===== src/rtl/dds_uart_pkg.sv =====
// dds_uart_pkg
// Shared definitions for the UART ack framer: FSM state encodings, the ack
// frame length, the fixed check byte used when the CRC build option
// (ACK_CRC_EN) is off, and a helper that picks a frame byte by index.
// No ports; imported by uart_ack_framer.
package dds_uart_pkg;

  localparam logic [2:0] ST_IDLE      = 3'd0;
  localparam logic [2:0] ST_DELAY     = 3'd1;
  localparam logic [2:0] ST_LOAD      = 3'd2;
  localparam logic [2:0] ST_WAIT_DONE = 3'd3;
  localparam logic [2:0] ST_GAP       = 3'd4;
  localparam logic [2:0] ST_FINISH    = 3'd5;

  localparam int FRAME_LEN = 6;

  localparam logic [7:0] CHK_DEFAULT = 8'h11;

  // Frame order: header, three payload bytes, check byte, tail.
  function automatic logic [7:0] frame_byte(
    input logic [2:0] idx,
    input logic [7:0] hdr,
    input logic [7:0] b1,
    input logic [7:0] b2,
    input logic [7:0] b3,
    input logic [7:0] chk,
    input logic [7:0] tail
  );
    logic [7:0] res;
    res = 8'h00;
    case (idx)
      3'd0:    res = hdr;
      3'd1:    res = b1;
      3'd2:    res = b2;
      3'd3:    res = b3;
      3'd4:    res = chk;
      3'd5:    res = tail;
      default: res = 8'h00;
    endcase
    return res;
  endfunction

endpackage


===== src/rtl/crc8_byte.sv =====
// crc8_byte
// Byte-wide CRC-8 accumulator: polynomial 0x07, init 0x00, MSB-first, no
// reflection, no final XOR. One byte is folded in per enabled cycle.
// Only instantiated by uart_ack_framer when ACK_CRC_EN is defined.
// Ports:
//   clk_50M      - clock
//   rst_n        - asynchronous active-low reset (clears crc_out)
//   clear        - synchronous clear to the init value, wins over enable
//   enable       - fold data_in into the running CRC this cycle
//   data_in[7:0] - byte to fold in
//   crc_out[7:0] - running CRC value
module crc8_byte (
  input  logic       clk_50M,
  input  logic       rst_n,
  input  logic       clear,
  input  logic       enable,
  input  logic [7:0] data_in,
  output logic [7:0] crc_out
);

  function automatic logic [7:0] crc8_next(input logic [7:0] crc, input logic [7:0] data);
    logic [7:0] c;
    c = crc ^ data;
    for (int i = 0; i < 8; i++) begin
      c = c[7] ? ((c << 1) ^ 8'h07) : (c << 1);
    end
    return c;
  endfunction

  always_ff @(posedge clk_50M or negedge rst_n) begin
    if (!rst_n) begin
      crc_out <= 8'h00;
    end else if (clear) begin
      crc_out <= 8'h00;
    end else if (enable) begin
      crc_out <= crc8_next(crc_out, data_in);
    end
  end

endmodule


===== src/rtl/uart_ack_framer.sv =====
// uart_ack_framer
// Builds a six-byte ack frame (HDR_BYTE, rev_data1..3, check byte,
// TAIL_BYTE) after each received command and feeds it byte by byte to a
// UART transmitter through a tx_en/tx_busy/tx_done handshake. A request
// arriving while a frame is in flight is parked in a one-deep pending slot;
// a further request while the slot is full is dropped.
// Build option: ACK_CRC_EN - when defined, the check byte is a CRC-8 over
// the three payload bytes; otherwise it is the constant CHK_DEFAULT.
// Ports:
//   clk_50M, rst_n          - clock, asynchronous active-low reset
//   recv_done               - one-cycle pulse, command packet received
//   rev_data1..3[7:0]       - payload to echo
//   tx_busy, tx_done        - transmitter status / byte-complete pulse
//   tx_en, tx_data[7:0]     - start strobe and byte to the transmitter
//   ack_busy                - frame in progress
//   ack_done, ack_drop      - frame finished / request discarded pulses
//
// state     | meaning
// ----------+-----------------------------------------------------------
// IDLE      | waiting for a request (new or pending)
// DELAY     | START_DLY-cycle start delay; CRC built in its first cycles
// LOAD      | waiting for tx_busy low to launch frame[idx]
// WAIT_DONE | byte launched, waiting for tx_done
// GAP       | GAP_CYC+1 cycle spacing before the next byte
// FINISH    | pulse ack_done, drop ack_busy, back to IDLE
module uart_ack_framer
  import dds_uart_pkg::*;
#(
  parameter logic [7:0]  HDR_BYTE  = 8'h80,
  parameter logic [7:0]  TAIL_BYTE = 8'h55,
  parameter int unsigned START_DLY = 16,
  parameter int unsigned GAP_CYC   = 15
) (
  input  logic       clk_50M,
  input  logic       rst_n,
  input  logic       recv_done,
  input  logic [7:0] rev_data1,
  input  logic [7:0] rev_data2,
  input  logic [7:0] rev_data3,
  input  logic       tx_busy,
  input  logic       tx_done,
  output logic       tx_en,
  output logic [7:0] tx_data,
  output logic       ack_busy,
  output logic       ack_done,
  output logic       ack_drop
);

  localparam logic [7:0] DLY_LOAD = 8'(START_DLY - 1);
  localparam logic [7:0] GAP_LOAD = 8'(GAP_CYC);
  localparam logic [2:0] LAST_IDX = 3'(FRAME_LEN - 1);

  logic [2:0] state;
  logic [2:0] idx;
  logic [7:0] dly_cnt;
  logic [7:0] gap_cnt;
  logic [7:0] act_d1, act_d2, act_d3;
  logic       pend_vld;
  logic [7:0] pend_d1, pend_d2, pend_d3;
  logic [7:0] chk_byte;
  logic       start_frame;

  assign start_frame = (state == ST_IDLE) && (pend_vld || recv_done);

`ifdef ACK_CRC_EN
  logic       crc_en;
  logic [7:0] crc_data;
  logic [7:0] crc_val;

  // Payload bytes are folded in on the first three DELAY cycles, picked by
  // how far the delay counter has run down from its load value.
  assign crc_en = (state == ST_DELAY) && (dly_cnt >= (DLY_LOAD - 8'd2));

  always_comb begin
    crc_data = act_d3;
    if (dly_cnt == DLY_LOAD) begin
      crc_data = act_d1;
    end else if (dly_cnt == (DLY_LOAD - 8'd1)) begin
      crc_data = act_d2;
    end
  end

  crc8_byte u_crc8_byte (
    .clk_50M (clk_50M),
    .rst_n   (rst_n),
    .clear   (start_frame),
    .enable  (crc_en),
    .data_in (crc_data),
    .crc_out (crc_val)
  );

  assign chk_byte = crc_val;
`else
  assign chk_byte = CHK_DEFAULT;
`endif

  always_ff @(posedge clk_50M or negedge rst_n) begin
    if (!rst_n) begin
      state    <= ST_IDLE;
      idx      <= 3'd0;
      dly_cnt  <= 8'd0;
      gap_cnt  <= 8'd0;
      act_d1   <= 8'h00;
      act_d2   <= 8'h00;
      act_d3   <= 8'h00;
      pend_vld <= 1'b0;
      pend_d1  <= 8'h00;
      pend_d2  <= 8'h00;
      pend_d3  <= 8'h00;
      tx_en    <= 1'b0;
      tx_data  <= 8'h00;
      ack_busy <= 1'b0;
      ack_done <= 1'b0;
      ack_drop <= 1'b0;
    end else begin
      tx_en    <= 1'b0;
      ack_done <= 1'b0;
      ack_drop <= 1'b0;

      // Pending slot. In IDLE with a full slot the slot drains into the
      // active snapshot this cycle, so a simultaneous request refills it.
      if (recv_done) begin
        if (state == ST_IDLE && !pend_vld) begin
          // taken straight into the active snapshot below
        end else if (state == ST_IDLE || !pend_vld) begin
          pend_vld <= 1'b1;
          pend_d1  <= rev_data1;
          pend_d2  <= rev_data2;
          pend_d3  <= rev_data3;
        end else begin
          ack_drop <= 1'b1;
        end
      end else if (state == ST_IDLE && pend_vld) begin
        pend_vld <= 1'b0;
      end

      case (state)
        ST_IDLE: begin
          if (start_frame) begin
            if (pend_vld) begin
              act_d1 <= pend_d1;
              act_d2 <= pend_d2;
              act_d3 <= pend_d3;
            end else begin
              act_d1 <= rev_data1;
              act_d2 <= rev_data2;
              act_d3 <= rev_data3;
            end
            idx      <= 3'd0;
            dly_cnt  <= DLY_LOAD;
            ack_busy <= 1'b1;
            state    <= ST_DELAY;
          end
        end

        ST_DELAY: begin
          if (dly_cnt == 8'd0) begin
            idx   <= 3'd0;
            state <= ST_LOAD;
          end else begin
            dly_cnt <= dly_cnt - 8'd1;
          end
        end

        ST_LOAD: begin
          if (idx > LAST_IDX) begin
            ack_busy <= 1'b0;
            idx      <= 3'd0;
            state    <= ST_IDLE;
          end else if (!tx_busy) begin
            tx_data <= frame_byte(idx, HDR_BYTE, act_d1, act_d2, act_d3, chk_byte, TAIL_BYTE);
            tx_en   <= 1'b1;
            state   <= ST_WAIT_DONE;
          end
        end

        ST_WAIT_DONE: begin
          if (tx_done) begin
            gap_cnt <= GAP_LOAD;
            state   <= ST_GAP;
          end
        end

        ST_GAP: begin
          if (gap_cnt != 8'd0) begin
            gap_cnt <= gap_cnt - 8'd1;
          end else if (idx < LAST_IDX) begin
            idx   <= idx + 3'd1;
            state <= ST_LOAD;
          end else if (idx == LAST_IDX) begin
            state <= ST_FINISH;
          end else begin
            ack_busy <= 1'b0;
            idx      <= 3'd0;
            state    <= ST_IDLE;
          end
        end

        ST_FINISH: begin
          ack_done <= 1'b1;
          ack_busy <= 1'b0;
          idx      <= 3'd0;
          state    <= ST_IDLE;
        end

        default: begin
          ack_busy <= 1'b0;
          idx      <= 3'd0;
          state    <= ST_IDLE;
        end
      endcase
    end
  end

endmodule

===== config.mk =====
export PLATFORM = sky130hd
export DESIGN_NAME = uart_ack_framer
export DESIGN_NICKNAME = d
export VERILOG_FILES = /design/src/rtl/dds_uart_pkg.sv /design/src/rtl/crc8_byte.sv /design/src/rtl/uart_ack_framer.sv
export SDC_FILE = /design/constraint.sdc
export NUM_CORES = 1
export LEC_CHECK = 0
export ABC_AREA = 1
export BUFFER_PORTS_ARGS = -buffer_cell sky130_fd_sc_hd__buf_2
export CAP_MARGIN = 20
export CORE_MARGIN = 2
export CORE_UTILIZATION = 35
export DETAILED_ROUTE_END_ITERATION = 12
export HOLD_SLACK_MARGIN = 0.05
export SYNTH_ARGS = -nofsm -noshare
export SYNTH_HDL_FRONTEND = slang
export SYNTH_SLANG_ARGS = --single-unit

===== constraint.sdc =====
create_clock -name clk_50M -period 3.5 [get_ports clk_50M]
set_clock_uncertainty 0.05 [all_clocks]
set_input_delay 0.7 -clock clk_50M [delete_from_list [all_inputs] [get_ports clk_50M]]
set_output_delay 0.7 -clock clk_50M [all_outputs]
set_load 0.02 [all_outputs]

Yosys cells after proc, flatten, opt, wreduce, memory -nomap -nowiden
Index checks and enable logic that the tools add are counted.
W data, S select, Z words.

storage, ports and cells
  bits in registers = 83
  input port bits = 29
  logic and storage cells = 115

cells by class
  order comparisons = 2
  add/sub/neg operators = 3
  reduce and logical (&&, ||, !) cells = 23
  multiplexer cells = 43
  bitwise operators = 5
  eq/ne operators = 23

operators with widths
  cell                   number
  $mux W8                7
  $pmux W8 S6            1
  $mux W3                14
  $pmux W8 S2            2
  $pmux W3 S5            2
  $ne A2 B2 Y1 const B   10
  $mux W1                16
  $sub A8 B1 Y8 const B  2
  $reduce_and A3 Y1      5
  $eq A3 B2 Y1 const B   4
  $eq A3 B3 Y1 const B   4
  $reduce_and A6 Y1      2
  $logic_not A8 Y1       1
  $reduce_bool A8 Y1     1
  $eq A3 B1 Y1 const B   2
  $logic_not A3 Y1       2
  $ne A3 B3 Y1 const B   2
  $reduce_bool A2 Y1     3
  $not A1 Y1             5
  $reduce_and A5 Y1      1
  $pmux W1 S4            1
  $add A3 B1 Y3 const B  1
  $gt A3 B3 Y1 const B   1
  $logic_and A1 B1 Y1    3
  6 further kinds        7

Logic depth before layout (Yosys ltp)
  depth in word-level cells = 5
  depth in mapped cells = 10
  mapped depth without buffers = 10

Worst setup path after synthesis
OpenSTA, ideal clock, no wires.

  path type = reg2reg
  from = reg idx[1]
  to = reg idx[0]
  setup time = 0.117 ns
  setup slack = 1.923 ns
  buffers on the path = 0
  stages on the path, launching flop included = 11
  period minus slack after synthesis = 1.577 ns
  data required time = 3.333 ns
  data arrival time = 1.410 ns
  cell sequence = dfrtp_1 -> inv_1 -> ha_1 -> inv_1 -> nand3_1 -> nand2_2 -> o21ai_0 -> nor2_2 -> nand2_2 -> nand2_1 -> nand2_1

on the way
  cells in the longest elaborated chain, start to end = 4

RTL lines
  item                    RTL line                source
  from (decl)             uart_ack_framer.sv:54   logic [2:0] idx;
  from (signal assigned)  uart_ack_framer.sv:188  idx <= idx + 3'd1;
  $lt A3 B3 Y1            uart_ack_framer.sv:187  end else if (idx < LAST_IDX) begin
  $mux W3                 uart_ack_framer.sv:187
  $mux W3                 uart_ack_framer.sv:185  if (gap_cnt != 8'd0) begin
  $pmux W3 S5             uart_ack_framer.sv:137  case (state)

Several ways; a longest one is shown, not always the timed one. The select of a mux whose other input is x is not followed.
A chain may end at the register's enable or synchronous reset.

Final worst setup path
  from = reg state[1]
  to = reg pend_d1[3]

on the way
  cells in the longest elaborated chain, start to end = 4

RTL lines
  item                                  RTL line                                        source
  from (decl)                           uart_ack_framer.sv:53                           logic [2:0] state;
  from (signal assigned)                uart_ack_framer.sv:99                           state <= ST_IDLE;
  from (signal assigned)                uart_ack_framer.sv:152                          state <= ST_DELAY;
  from (signal assigned)                uart_ack_framer.sv:159                          state <= ST_LOAD;
  $logic_not A3 Y1 *                    uart_ack_framer.sv:123, uart_ack_framer.sv:125
  $logic_and A1 B1 Y1                   uart_ack_framer.sv:123                          if (state == ST_IDLE && !pend_vld) begin
  $not A1 Y1 (no source line)           --
  $reduce_and A3 Y1 (no source line) *  --
  to (signal assigned)                  uart_ack_framer.sv:127                          pend_d1 <= rev_data1;
  to (decl)                             uart_ack_framer.sv:59                           logic [7:0] pend_d1, pend_d2, pend_d3;

Mark *: on every way between the ends. The rest lies on a longest branch, timed or not.

==> key figures <==
STA
  – Pins Over Slew Limit: 0
  – Final min period: 2154 ps
  – RSZ-0062 raised after global routing: false
  – Worst hold margin: 194.7 ps
  – Final Setup Violations: 0
  – TNS Setup: 0 ps
  – Fin. Hold Viols: 0
  – Fmax: 464.3 MHz
  – Relative slew slack: 0.4079
  – Setup ws final: 1346 ps
  – Slew @ Worst Pin: 888.1 ps
  – Period utilisation layout: 0.6154

Run status
  – Status: finished clean

Routing
  – Pre-antenna DRT Iters: 6
  – Iter 0 DRT Violations: 191
  – DR vias/cell: 4.707
  – Drt wl/cell: 12.21 um
  – Via count: 3,304
  – Residual DRC: 0
  – Routed Antenna Nets: 0
  – Final wirelength: 8.570 mm

Setup path
  – WP data arrival: 2330 ps
  – CP endpoint kind: register
  – CP bufs+invs: 0
  – CP Max Fanout: 49
  – R2r setup slk: 1350 ps
  – CP startpoint kind: register
  – Crit-path max cell delay: 670 ps
  – Reg2Reg Capture Point: pend_d1[3]
  – Critical-path cell list: nor2_2 -> nand2_4 -> nand2_2 -> nand3_2 -> o21ai_0
  – CP Class: reg2reg
  – Cell count of the worst reg-to-reg path: 5
  – Slowest-stage cell, CP: nand3_2
  – R2r startpoint: state[1]
  – CP delay by family, top: simple AND/OR/NAND/NOR gates
  – WP data required: 3670 ps

GRT
  – Initial antenna violation count: 0
  – Vias in the first global route: 3,192
  – Largest net degree at the start of global routing: 84
  – GRT Total Usage: 0.1447
  – First-pass GRT wire length: 14.81 mm
  – Grt total ovfl: 0

Synthesis
  – Post-synthesis mux area share: 0
  – Mapped Area: 4220 sq um
  – Post-synth net total: 556
  – Adder-cell share of the synthesized area: 0.02668
  – Cell count after synthesis: 518
  – Synth cell types: 35
  – Synthesis-stage register bit count: 83
  – Simple-gate area share of the yosys netlist: 0.2286
  – Largest family of logic cells by synthesized area: simple AND/OR/NAND/NOR gates
  – YS warnings: 0
  – Seq/Total Area, Yosys: 0.4921
  – Compound-cell area share of the yosys netlist: 0.1497
  – Xor and xnor area share after synthesis: 0.01038
  – Synth Area per Inst: 8.147 sq um

Power
  – Final Power: 4.074 mW
  – Max IR drop VDD: 0.2946 mV
  – LEAKAGE: 2.398 nW
  – Power Density: 851.5 nW/um^2

Floorplanning
  – Initial cell density of the core: 0.3543
  – Die Y: 113.8 um
  – Chip width: 113.8 um
  – FP Rows: 40
  – Core box area: 11,910 sq um
  – IO Pins: 41
  – Die area: 12,950 sq um

Final layout
  – Final Instance Count excl. Fillers: 702
  – Antenna cells: 0
  – Final #Nets: 590
  – Synthesis-to-finish area growth: 13.37%
  – Ratio of cells with drive above 1 in the final layout: 0.1622

CTS
  – CTS sink cnt: 83
  – Longest Clk Path Bufs: 2
  – H-tree level count: 3
  – Setup bufs post-CTS: 0
  – CTS resizes: 0
  – Clk_lat worst skew: 340 ps
  – Total CTS buffers: 9
  – Reg clk slew, reported paths: 60 ps
  – CTS tree: yes
  – Root Buffer: clkbuf_16
  – CTS Hold Bufs: 0

Placed design
  – Final HPWL from detailed placement: 6.089 mm
  – Pre-CTS setup slack: 1338 ps
  – Cells after DPL: 687
  – RePlAce Congestion: 0.8857
  – Port Buffer Count: 40

Flow run
  – Max-Cap Viols: 0

Hold path
  – Hold/Removal Path Class: in2async
power by group:
| part | switching, mW | internal (mW) |
|---|---|---|
| Sequential | 0.225 | 1.36 |
| Combinational | 1.07 | 0.504 |
| Clock | 0.355 | 0.561 |
cell usage after synthesis, drive strengths merged:
library cell,n,share of area
o21ai,86,0.11
nor2,39,0.042
nand3b,2,0.0036
inv,66,0.059
o211ai,11,0.020
dfrtp,83,0.49
nand4,7,0.010
nand2,156,0.14
nand3,19,0.024
a31oi,1,0.0015
a211oi,1,0.0018
nor3,3,0.0036
clkbuf,6,0.0062
a21boi,1,0.0027
or2,1,0.0015
ha,9,0.027
buf,13,0.027
a21oi,6,0.0071
xor2,2,0.0042
xnor2,3,0.0062
o22ai,3,0.0044
registers in the layout, indices dropped and copies added, names as in the netlist, 8 cells and up:
| signal | cells |
|---|---|
| pend_d1 | 8 |
| pend_d3 | 8 |
| tx_data | 8 |
| gap_cnt | 8 |
| act_d3 | 8 |
| dly_cnt | 8 |
| act_d1 | 8 |
| act_d2 | 8 |
| pend_d2 | 8 |
cell type report:
class                   count  area [sq um]
multi-input cells         350          1753
inverters                  66         250.2
well taps                 147         183.9
repair buffers             42         237.7
flip-flops and latches     83          2077
clock inverters             3         40.04
fillers                  1199          7127
clock buffers              11         242.7
cell families after synthesis:
| group | count (synthesis) |
|---|---|
| AND/OR/NAND/NOR | 227 |
| AO/OA/AOI/OAI | 109 |
| buffers and inverters | 85 |
| flip-flops | 83 |
| adder cells (fa/ha/maj) | 9 |
| XOR/XNOR | 5 |
layer usage:
metal | GRT usage | vias up | wire length (um)
met5 | 0 | - | 0
met4 | 0.07398 | 0 | 211
met2 | 0.2224 | 50 | 3700
met3 | 0.03082 | 15 | 259
li1 | - | 1724 | -
met1 | 0.1936 | 1515 | 4399
stage by stage:
step	area (sq um)	util
2_1_floorplan	4220	-
3_3_place_gp	4474	0.3756
3_5_place_dp	4474	0.3756
4_1_cts	4757	0.3994
5_1_grt	4785	0.4017
6_report	4785	0.4017
worst max-delay path by stage:
stage	start	end	slack, ps	cells after the start
floorplan	idx[1]	idx[0]	1920	10
global placement	recv_done	dly_cnt[2]	1400	7
detailed placement	state[1]	pend_d1[3]	1340	5
CTS	state[1]	pend_d1[3]	1320	5
global route	state[1]	pend_d3[3]	1050	5
finish	state[1]	pend_d1[3]	1350	5
layout by cell type (no fill, tap or decap), drive strengths merged, types with 7 or more instances in the layout:
cell type and n:
nor2 39, nand4 7, o21ai 86, ha 9, nand3 19, dfrtp 83, clkbuf 11, buf 42
inv 66, nand2 156, o211ai 11
(Power assumes the default switching activity.)
